<file path="config.mk">
export PLATFORM = sky130hd
export DESIGN_NAME = busmux_n
export DESIGN_NICKNAME = d
export VERILOG_FILES = /design/src/rtl/busmux_pkg.sv /design/src/rtl/busmux_timer.sv /design/src/rtl/busmux_n.sv
export SDC_FILE = /design/constraint.sdc
export NUM_CORES = 1
export LEC_CHECK = 0
export CELL_PAD_IN_SITES_DETAIL_PLACEMENT = 1
export CELL_PAD_IN_SITES_GLOBAL_PLACEMENT = 1
export CORE_MARGIN = 10
export CORE_UTILIZATION = 27
export DETAILED_ROUTE_END_ITERATION = 6
export MAX_ROUTING_LAYER = met4
export PLACE_DENSITY_LB_ADDON = 0.12
export SYNTH_ARGS = -nofsm -noshare
export SYNTH_HDL_FRONTEND = slang
export SYNTH_HIERARCHICAL = 1
export SYNTH_SLANG_ARGS = --single-unit
</file>
<file path="constraint.sdc">
create_clock -name i_clk -period 1.6 [get_ports i_clk]
set_input_delay 0.24 -clock i_clk [delete_from_list [all_inputs] [get_ports i_clk]]
set_output_delay 0.24 -clock i_clk [all_outputs]
set_load 0.005 [all_outputs]
</file>
<file path="src/rtl/busmux_pkg.sv">
// Shared types and helpers for the parametrised register bus mux.
// Imported by the mux top and its timeout timer.
package busmux_pkg;

  typedef enum logic [1:0] {
    IDLE,
    WAIT,
    RESP
  } state_t;

  // Wide all-ones pattern; users slice it down to their data width.
  localparam logic [255:0] ERR_RDATA = '1;

  function automatic int unsigned slot_of(
    input logic [31:0] addr,
    input int          sello,
    input int          selw
  );
    logic [31:0] mask;
    mask = (32'd1 << selw) - 32'd1;
    return (addr >> sello) & mask;
  endfunction

endpackage

</file>
<file path="src/rtl/busmux_timer.sv">
// Saturating wait-state counter with clear/enable and an expired flag.
// Holds at TMO once reached; never wraps.
module busmux_timer
  import busmux_pkg::*;
#(
  parameter int TMO = 15,
  parameter int CW  = $clog2(TMO + 1)
) (
  input  logic          i_clk,
  input  logic          i_rst,
  input  logic          i_clr,
  input  logic          i_en,
  output logic          o_expired,
  output logic [CW-1:0] o_count
);

  assign o_expired = (o_count == CW'(TMO));

  always_ff @(posedge i_clk or posedge i_rst) begin
    if (i_rst) begin
      o_count <= '0;
    end else if (i_clr) begin
      o_count <= '0;
    end else if (i_en && !o_expired) begin
      o_count <= o_count + 1'b1;
    end
  end

endmodule

</file>
<file path="src/rtl/busmux_n.sv">
// Register bus mux: one master strobe/ack bus onto NSLV target ports,
// with unmapped-slot errors, timeout, busy flag and read-data parity.
module busmux_n
  import busmux_pkg::*;
#(
  parameter int DATAW = 8,
  parameter int ADDRW = 8,
  parameter int NSLV  = 4,
  parameter int SELLO = 4,
  parameter int SELW  = 3,
  parameter int TMO   = 15
) (
  input  logic                  i_clk,
  input  logic                  i_rst,
  input  logic                  i_stb,
  input  logic                  i_we,
  input  logic [ADDRW-1:0]      i_addr,
  input  logic [DATAW-1:0]      i_data,
  output logic                  o_ack,
  output logic                  o_err,
  output logic [DATAW-1:0]      o_data,
  output logic                  o_par,
  output logic                  o_busy,
  output logic [NSLV-1:0]       o_s_stb,
  output logic                  o_s_we,
  output logic [SELLO-1:0]      o_s_addr,
  output logic [DATAW-1:0]      o_s_data,
  input  logic [NSLV-1:0]       i_s_ack,
  input  logic [NSLV*DATAW-1:0] i_s_data
);

  localparam int CW = $clog2(TMO + 1);
  localparam logic [DATAW-1:0] ERR_D =
    ERR_RDATA[DATAW-1:0];

  state_t            state;
  logic [SELW-1:0]   slot_q;
  int unsigned       in_slot;
  logic              mapped;
  logic              accept;
  logic [NSLV-1:0]   stb_d;
  logic              sel_ack;
  logic [DATAW-1:0]  sel_rdata;
  logic              expired;
  logic [CW-1:0]     count;

  assign in_slot = slot_of(32'(i_addr), SELLO, SELW);
  assign mapped  = (in_slot < NSLV);
  assign accept  = (state == IDLE) && i_stb;
  assign o_busy  = (state != IDLE);
  assign o_par   = ^o_data;

  always_comb begin
    stb_d = '0;
    for (int k = 0; k < NSLV; k++) begin
      stb_d[k] = (in_slot == k);
    end
  end

  // Only the latched slot is ever looked at; other acks are ignored.
  always_comb begin
    sel_ack   = 1'b0;
    sel_rdata = '0;
    for (int k = 0; k < NSLV; k++) begin
      if (slot_q == SELW'(k)) begin
        sel_ack   = i_s_ack[k];
        sel_rdata = i_s_data[k*DATAW +: DATAW];
      end
    end
  end

  busmux_timer #(
    .TMO (TMO),
    .CW  (CW)
  ) u_timer (
    .i_clk     (i_clk),
    .i_rst     (i_rst),
    .i_clr     (accept),
    .i_en      (state == WAIT),
    .o_expired (expired),
    .o_count   (count)
  );

  always_ff @(posedge i_clk or posedge i_rst) begin
    if (i_rst) begin
      state    <= IDLE;
      slot_q   <= '0;
      o_ack    <= 1'b0;
      o_err    <= 1'b0;
      o_data   <= '0;
      o_s_stb  <= '0;
      o_s_we   <= 1'b0;
      o_s_addr <= '0;
      o_s_data <= '0;
    end else begin
      o_ack   <= 1'b0;
      o_err   <= 1'b0;
      o_s_stb <= '0;
      unique case (state)
        IDLE: begin
          if (i_stb) begin
            o_s_we   <= i_we;
            o_s_addr <= i_addr[SELLO-1:0];
            o_s_data <= i_data;
            slot_q   <= SELW'(in_slot);
            if (!mapped) begin
              state <= RESP;
              o_ack <= 1'b1;
              o_err <= 1'b1;
              if (!i_we) o_data <= ERR_D;
            end else begin
              state   <= WAIT;
              o_s_stb <= stb_d;
            end
          end
        end
        WAIT: begin
          if (sel_ack) begin
            state <= RESP;
            o_ack <= 1'b1;
            if (!o_s_we) o_data <= sel_rdata;
          end else if (expired) begin
            state <= RESP;
            o_ack <= 1'b1;
            o_err <= 1'b1;
            if (!o_s_we) o_data <= ERR_D;
          end
        end
        RESP: begin
          state <= IDLE;
        end
        default: begin
          state <= IDLE;
        end
      endcase
    end
  end

endmodule

</file>
== Yosys cells after proc, flatten, opt, wreduce, memory -nomap -nowiden ==
Cells that the tools add are included.

* Register bits: 36
* Bits in latches: 0
* RAM bits: 0
* Memory bits (read-only): 0
* Input port bits: 56
* Output and inout port bits: 29
* Logic and storage cells: 72
* Memories: 0

* Add/sub/neg operators: 1
* Multipliers: 0
* Divide/modulo/power cells: 0
* Magnitude comparators: 1
* Equality and inequality tests: 14
* Shift-type cells: 0
* Mux-type cells: 33
* Bitwise gates (word level): 0
* Reductions and logical operators: 13

{| class="wikitable"
|+ Operators with widths
! cell !! number
|-
| $mux 8 || 11
|-
| $logic_not 32->1 || 1
|-
| $mux 4 || 5
|-
| $pmux 8 s2 || 1
|-
| $eq 3x2->1 const B || 4
|-
| $mux 1 || 9
|-
| $ne 3x3->1 const B || 3
|-
| $mux 2 || 4
|-
| $reduce_xor 8->1 || 1
|-
| $reduce_and 7->1 || 1
|-
| $eq 3x1->1 const B || 2
|-
| $ne 2x2->1 const B || 3
|-
| $reduce_bool 2->1 || 3
|-
| $add 4x1->4 const B || 1
|-
| $eq 4x4->1 const B || 1
|-
| $pmux 1 s2 || 2
|-
| $pmux 2 s2 || 1
|-
| $reduce_and 2->1 || 2
|-
| $logic_not 3->1 || 1
|-
| $lt 3x3->1 const B || 1
|-
| $eq 2x1->1 const B || 1
|-
| $logic_and 1x1->1 || 2
|-
| $logic_not 2->1 || 1
|-
| $logic_not 1->1 || 1
|}

== Depth between registers and ports, before layout ==
Gate-level depths: netlist of run 1.

* Depth after elaboration: 8
* Depth in mapped cells: 7
* Gate-level depth less buffers: 7

== Cells and area by module ==
Netlist of run 1, hierarchy kept.

{| class="wikitable"
|+ Modules (own cells, without submodules)
! module !! times used !! cells each !! area each (µm²) !! sequential area each (µm²)
|-
| busmux_n || 1 || 180 || 1685.4 || 800.8
|-
| busmux_timer || 1 || 21 || 232.7 || 100.1
|}

== Least setup slack after synthesis of run 1 ==
Ideal clock, no wire load.

* Path kind: register to register
* Start: reg u_timer.o_count[0]
* End: reg o_data[0]
* Library setup time: 0.125 ns
* Arrival: 1.628 ns
* Data required time: 1.475 ns
* Path slack: -0.153 ns
* Stages on the path, launching flop included: 8
* Buffers on the path: 0
* Period minus slack after synthesis: 1.753 ns
* Cell sequence: dfrtp_1 ha_1 and3_4 inv_1 o221ai_2 a21o_1 o211ai_4 mux2_2

* Word-level cells in the longest chain between the ends: 3
* Elaborated cells on any way between the ends: 4
* Those cells by class: 3 x eq/ne; 1 x reduce/logical

{| class="wikitable"
|+ RTL lines
! item !! line !! source
|-
| start, declared || busmux_timer.sv:14 || <nowiki>output logic [CW-1:0] o_count</nowiki>
|-
| start signal, assigned || busmux_timer.sv:25 || <nowiki>o_count <= o_count + 1'b1;</nowiki>
|-
| $eq 4x4->1 * || busmux_timer.sv:17 || <nowiki>assign o_expired = (o_count == CW'(TMO));</nowiki>
|-
| net expired || busmux_n.sv:44 || <nowiki>logic expired;</nowiki>
|-
| $ne 3x3->1 (no source line) || - ||
|-
| $reduce_and 7->1 (no source line) * || - ||
|-
| end signal, assigned || busmux_n.sv:121 || <nowiki>if (!o_s_we) o_data <= sel_rdata;</nowiki>
|-
| end, declared || busmux_n.sv:21 || <nowiki>output logic [DATAW-1:0] o_data,</nowiki>
|}

Mark *: on every way through the listed nets, which the timed path passes. The rest lies on a longest branch.
A chain may end at the register's enable or synchronous reset.

== Worst setup path after layout of run 1 ==
* Start: reg slot_q[1]
* End: reg o_data[3]

* Word-level cells in the longest chain between the ends: 8
* Elaborated cells on any way between the ends: 18
* Those cells by class: 5 x eq/ne; 11 x mux; 2 x reduce/logical

{| class="wikitable"
|+ RTL lines
! item !! line !! source
|-
| start, declared || busmux_n.sv:37 || <nowiki>logic [SELW-1:0] slot_q;</nowiki>
|-
| start signal, assigned || busmux_n.sv:105 || <nowiki>slot_q <= SELW'(in_slot);</nowiki>
|-
| $logic_not 3->1 || busmux_n.sv:65 || <nowiki>if (slot_q == SELW'(k)) begin</nowiki>
|-
| $mux 8 (4 in a row) || busmux_n.sv:65 ||
|-
| $mux 8 || busmux_n.sv:121 ||
|-
| $mux 8 || busmux_n.sv:118 || <nowiki>if (sel_ack) begin</nowiki>
|-
| $pmux 8 s2 || busmux_n.sv:99 || <nowiki>unique case (state)</nowiki>
|}

Parallel ways exist; a longest one is shown, timed or not. The select of a mux whose other input is x is not followed.

==> results of run 1 <==
-- state kept, by name, indices dropped and copies added (netlist names) --
register,cells
o_ack,1
o_data,8
o_err,1
o_s_addr,4
o_s_data,8
o_s_stb,4
o_s_we,1
slot_q,3
state,2
u_timer/o_count,4
-- cell usage after synthesis (all sizes together), types with 2 or more instances --
library cell | count | share of area [%]
mux2i | 8 | 4.4
nand2b | 4 | 1.3
a22oi | 3 | 1.2
nand2 | 60 | 12
nor2 | 6 | 1.2
nor3 | 2 | 0.52
mux4 | 3 | 3.5
buf | 4 | 1.4
o21ai | 10 | 2.8
a21oi | 7 | 1.8
mux2 | 6 | 3.7
clkbuf | 3 | 0.59
dfrtp | 36 | 47
and3 | 2 | 0.91
nand3 | 2 | 1.2
inv | 16 | 3.1
nor2b | 3 | 1.4
xnor2 | 6 | 2.7
or2 | 2 | 0.65
a211o | 5 | 2.3
-- worst max-delay path, stage by stage, from the launching register on --
cell and delay [ns]:
dfrtp_2 0.47, mux2i_4 0.23, o21ai_2 0.19, nand3_4 0.11, o211ai_4 0.31, mux2_4 0.34
-- metal layers --
layer  GRT usage [%]  up-vias  share of wire (%)
met4           2.982        0               0.84
met2           21.71       39                 51
met3           2.045        5                2.3
met5               -        -                  0
li1                -      907                  -
met1           14.33      909                 45
-- cell type report --
class,count,share of cell area [%]
clock buffers,7,2.667
clock inverters,1,0.2319
inverters,16,1.855
multi-input cells,142,29.84
flip-flops and latches,36,27.87
well taps,96,3.711
repair buffers,118,33.82
-- cells in the final DEF, fill, tap and decap left out, types with 2 or more instances in the layout --
master	n
nand2b_1	4
mux4_2	3
inv_1	14
xnor2_1	4
o21ai_0	8
nand2_1	60
or2_2	2
a21oi_1	7
buf_4	34
nor3_1	2
nor2b_1	2
mux2i_1	7
clkbuf_8	6
a211o_1	5
xnor2_2	2
a22oi_1	3
dfrtp_1	35
mux2_4	6
clkdlybuf4s50_1	81
inv_2	2
nor2_1	5
-- through the flow --
stage | instance area (sq um) | TNS [ns] | cells | power (W)
after floorplan | 1939 | -0.5080 | 201 | 0.002916
after global placement | 3099 | -2.321 | 406 | 0.004408
after detailed placement | 3099 | -2.707 | 406 | 0.004483
after CTS | 3219 | -1.250 | 414 | 0.005176
after global routing | 3237 | -1.678 | 416 | 0.005513
final | 3237 | -1.109 | 416 | 0.005106
-- power groups by stage --
stage,registers [W],clock network (W),logic [W]
after floorplan,0.00149,0,0.00143
after global placement,0.00147,0,0.00294
after detailed placement,0.00148,0,0.00300
after CTS,0.00149,0.000705,0.00298
after global routing,0.00154,0.000732,0.00324
final,0.00149,0.000679,0.00294
-- final timing paths --
path                        startpoint  depth (start not counted)  slack (ns)                 end
min in group i_clk           i_data[2]                          3        0.48         o_s_data[2]
hold reg to reg            o_s_data[4]                          2        0.48         o_s_data[4]
setup / recovery             slot_q[1]                          5       -0.17           o_data[3]
hold / removal                   i_rst                          2        0.16  u_timer/o_count[1]
max in group asynchronous        i_rst                          3        0.89           slot_q[1]
setup reg to reg             slot_q[1]                          5       -0.17           o_data[3]
-- cell families (layout without fill, tap and decap cells) --
logic type	after synthesis	in the layout	share of synthesized area, %
buffers and inverters	23	142	5.153
AO/OA/AOI/OAI	32	32	11.87
adder cells (fa/ha/maj)	1	1	0.6522
XOR/XNOR	7	7	3.196
multiplexers	17	17	11.61
flip-flops	36	36	46.97
AND/OR/NAND/NOR	85	85	20.55
-- what timing repair did --
item / in CTS / in global routing
endpoints found under the setup margin: 10 / 10
pin swaps: 7 / 2
resized for setup: 10 / 2
buffers inserted: 0 / 2
==> flow_summary_export.csv, run 1 <==
group,metric,value,unit
run_status,outcome,"complete, but fails checks",
run_status,violations,"setup timing",
grt,grt_antenna_before_repair,0,
sta,max_freq,565.2,MHz
clocking,cts.sinks,36,
detailed_routing,ant_nets,0,
sta,slew_headroom,71.07,%
die,die_x,104.3,um
cells_and_area,fill_cells,799,
die,ioPinCount,85,
yosys,synth_flop_cell,"dfrtp_1",
worst_setup_path,critPathMaxFanout,6,
sta,setup_viol,8,
sta,hold_violations,0,
placed_design,place_ws,-0.3656,ns
worst_hold_path,holdCritPathClass,"input pin to async pin",
grt,gr-total-overflow,0,
run,maxCapViolations,0,
grt,grt_max_degree,33,
grt,grt_pass1_vias,2117,
yosys,ys_warn_count,6,
grt,gr-usage-all-layers,12.39,%
power,seq_power_share,29.2,%
detailed_routing,dr.pass1.iters,4,
power,vdd_drop_max,0.0006164,V
yosys,async_flop_share,100.0,%
worst_setup_path,critPathLaunchType,"flop",
yosys,syn_avg_cell_area,9.543,sq um
yosys,synth_cells,201,
clocking,clk_latency,0.28,ns
power,p_int,0.003279,W
yosys,synth-edff-count,0,
power,clkPwrFrac,13.3,%
clocking,cts-root-buf,"clkbuf_8",
placed_design,gp_congestion,0.7634,
yosys,yosysSeqAreaShare,46.97,%
placed_design,place.port_buffers,83,
clocking,cts_tree,"yes",
cells_and_area,final_util,47.38,%
clocking,path_clk_slew,0.07,ns
clocking,cts_max_level,2,
detailed_routing,wl_per_cell,15.83,um
worst_setup_path,cp.arrival,1.94,ns
sta,post-route-period-util,110.6,%
clocking,cts_made_buffers,5,
power,comb_power_share,57.6,%
worst_setup_path,critPathKind,"flop to flop",
sta,whs,0.1618,ns
die,dieHeight,104.3,um
clocking,cts_hold_buffers,0,
die,fp-row-count,30,
die,start_util,28.08,%
yosys,synth_seq_cells,36,
cells_and_area,drive_above_1_share,21.56,%
power,power_switching,0.001827,W
sta,setup_ws,-0.1694,ns
grt,grt_pass1_wl,10780,um
sta,fin_skew,0.008450,ns
cells_and_area,nets,376,
detailed_routing,postRouteWirelength,6585,um
sta,period_minus_slack,1.769,ns
cells_and_area,ff_latch_area,902.1,sq um
die,dieArea,10880,sq um
detailed_routing,post-route-drc-count,0,
detailed_routing,vias,1860,
cells_and_area,syn2layout_area_growth,68.75,%
die,core_area,6832,sq um
worst_setup_path,crit_path_end_kind,"flop",
sta,slew_viol_final,0,
worst_setup_path,required,1.77,ns
placed_design,hpwl,5501,um
yosys,synth_cell_types,43,
yosys,netlist_area,1918,sq um
yosys,syn_nets,258,
sta,max_slew.worst_pin.slew,0.4340,ns
power,leakagePower,1.494,nW
power,swShare,35.78,%
clocking,clockBufferDepth,2,
cells_and_area,diodes,0,
cells_and_area,multiInputGateArea,965.9,sq um
sta,rsz0062_at_grt,"yes",
power,p_per_area,1578,nW/um^2
detailed_routing,viasPerCell,4.471,
detailed_routing,drt_iter0_drc,31,
Power figures use the tool's default switching activity.
==> run 2: changes to the inputs <==
Settings changed: CELL_PAD_IN_SITES_DETAIL_PLACEMENT 1 to 0, CORE_UTILIZATION 27 to 30.
Clock period 1.6 ns to 1.7 ns, I/O delays scaled along.
==> run 2 against run 1 <==
Net effect: the flow still finishes with violations (setup timing); register-to-register slack gained 0.10 ns; worst setup slack gained 0.10 ns; non-clock buffer count grew 4; combinational power shrank 3%; die area shrank 8.1%; critical endpoint is now o_data[0].
==> flow_summary_export.csv, run 2 (same netlist as run 1, synthesis figures left out) <==
group,metric,value,unit
sta,whs,0.1811,ns
worst_setup_path,critPathMaxStageDelay,0.47,ns
die,dieArea,9992,sq um
run_status,outcome,"complete, but fails checks",
sta,slew_headroom,71.27,%
power,p_per_area,1479,nW/um^2
sta,fin_skew,0.01096,ns
worst_setup_path,crit_path_top_delay_cell,"dfrtp_2",
clocking,cts-root-buf,"clkbuf_8",
detailed_routing,vias,1809,
sta,hold_violations,0,
grt,grtUsageMet2,19.81,%
grt,grt_antenna_before_repair,0,
die,ioPinCount,85,
cells_and_area,diodes,0,
sta,period_minus_slack,1.766,ns
run,maxCapViolations,0,
cells_and_area,layout_common_cells,"82 x clkdlybuf4s50_1, 60 x nand2_1, 35 x dfrtp_1",
die,core_area,6277,sq um
sta,max_freq,566.2,MHz
sta,post-route-period-util,103.9,%
detailed_routing,viasPerCell,4.523,
detailed_routing,postRouteWirelength,5761,um
worst_setup_path,reg2reg_slack,-0.07,ns
detailed_routing,wl_per_cell,14.40,um
cells_and_area,final_common_cell,"clkdlybuf4s50_1",
clocking,cts_tree,"yes",
sta,rsz0062_at_grt,"yes",
sta,max_slew.worst_pin.slew,0.4310,ns
die,dieHeight,99.96,um
grt,grt_max_degree,33,
run_status,violations,"setup timing",
worst_setup_path,crit_path_end_kind,"flop",
worst_setup_path,cp.arrival,1.94,ns
die,start_util,30.56,%
worst_hold_path,holdCritPathClass,"input pin to async pin",
grt,grt_pass1_vias,1952,
cells_and_area,nets,380,
sta,slew_viol_final,0,
power,vdd_drop_max,0.001134,V
sta,setup_ws,-0.06622,ns
clocking,clockBufferDepth,2,
worst_setup_path,critPathKind,"flop to flop",
grt,grtUsageMet3,4.190,%
cells_and_area,drive_above_1_share,23.84,%
die,fp-row-count,29,
detailed_routing,drt_iter0_drc,33,
placed_design,hpwl,4631,um
cells_and_area,syn2layout_area_growth,70.91,%
clocking,cts.sinks,36,
worst_setup_path,path_cells,"mux2i_4, o221ai_2, a21o_1, o211ai_4, buf_12, mux2_4",
clocking,cts_made_buffers,5,
placed_design,place.port_buffers,83,
grt,gr-usage-all-layers,11.96,%
grt,grt_pass1_wl,9356,um
placed_design,place_ws,-0.2531,ns
grt,busiest_layer,"met2",
placed_design,gp_congestion,0.7810,
detailed_routing,post-route-drc-count,0,
worst_setup_path,required,1.87,ns
sta,setup_viol,5,
worst_setup_path,critPathMaxFanout,7,
die,die_x,99.96,um
grt,gr-total-overflow,0,
power,leakagePower,1.513,nW
grt,grt_use_met1,13.59,%
clocking,clk_latency,0.29,ns
detailed_routing,ant_nets,0,
detailed_routing,dr.pass1.iters,4,
clocking,path_clk_slew,0.08,ns
cells_and_area,final_util,52.22,%
cells_and_area,top_regs,"o_data (8), o_s_data (8)",
sta,fin_setup_tns,-0.3221,ns
clocking,cts_max_level,2,
worst_setup_path,critPathLaunchType,"flop",
==> run 2: cell type report <==
type / count / area (sq um)
fill: 601 / 2999
timing repair buffer: 122 / 1146
multi-input combinational: 142 / 992.2
sequential: 36 / 902.1
tap: 77 / 96.34
clock buffer: 5 / 68.82
inverter: 16 / 60.06
clock inverter: 2 / 12.51
==> run 2: final timing paths <==
| kind | from | endpoint | cells past startpoint |
|---|---|---|---|
| max | slot_q[1] | o_data[0] | 6 |
| min | i_rst | u_timer/o_count[2] | 2 |
| max reg2reg | slot_q[1] | o_data[0] | 6 |
| min reg2reg | o_s_addr[3] | o_s_addr[3] | 2 |
| max in group asynchronous | i_rst | slot_q[1] | 3 |
| min in group i_clk | o_s_addr[3] | o_s_addr[3] | 2 |
==> run 2: critical path, delay by kind of cell (launching register included) <==
family                 cells  cell delay, ns
AOI/OAI and AO/OA          3            0.42
buffers and inverters      1            0.15
DFF                        1            0.47
muxes                      2            0.60
==> run 2: through the flow <==
| step | std cells | total power, W | instance area (sq um) |
|---|---|---|---|
| 2_1_floorplan | 201 | 0.002745 | 1939 |
| 4_1_cts | 399 | 0.004877 | 3238 |
| 3_3_place_gp | 387 | 0.004135 | 3075 |
| 3_5_place_dp | 387 | 0.004149 | 3075 |
| 6_report | 400 | 0.004849 | 3278 |
| 5_1_grt | 400 | 0.005237 | 3278 |
==> run 2: layer usage <==
metal  vias to the layer above  share of wire (%)
li1                        914                  -
met3                         3                5.9
met2                        43                 51
met1                       849                 43
met5                         -                  0
met4                         0               0.40
==> run 2: what timing repair did <==
item | CTS | global route
hold buffers | 0 | 0
setup buffers | 5 | 2
pin swaps | 8 | 4
endpoints found under the setup margin | 9 | 9
gates resized for setup | 10 | 9
==> run 2: report_power, final <==
group / switching [W] / internal [W] / total (W) / leakage [nW]
Combinational: 0.00116 / 0.00170 / 0.00286 / 1.04
Sequential: 0.000234 / 0.00117 / 0.00141 / 0.432
Clock: 0.000304 / 0.000277 / 0.000581 / 0.0400
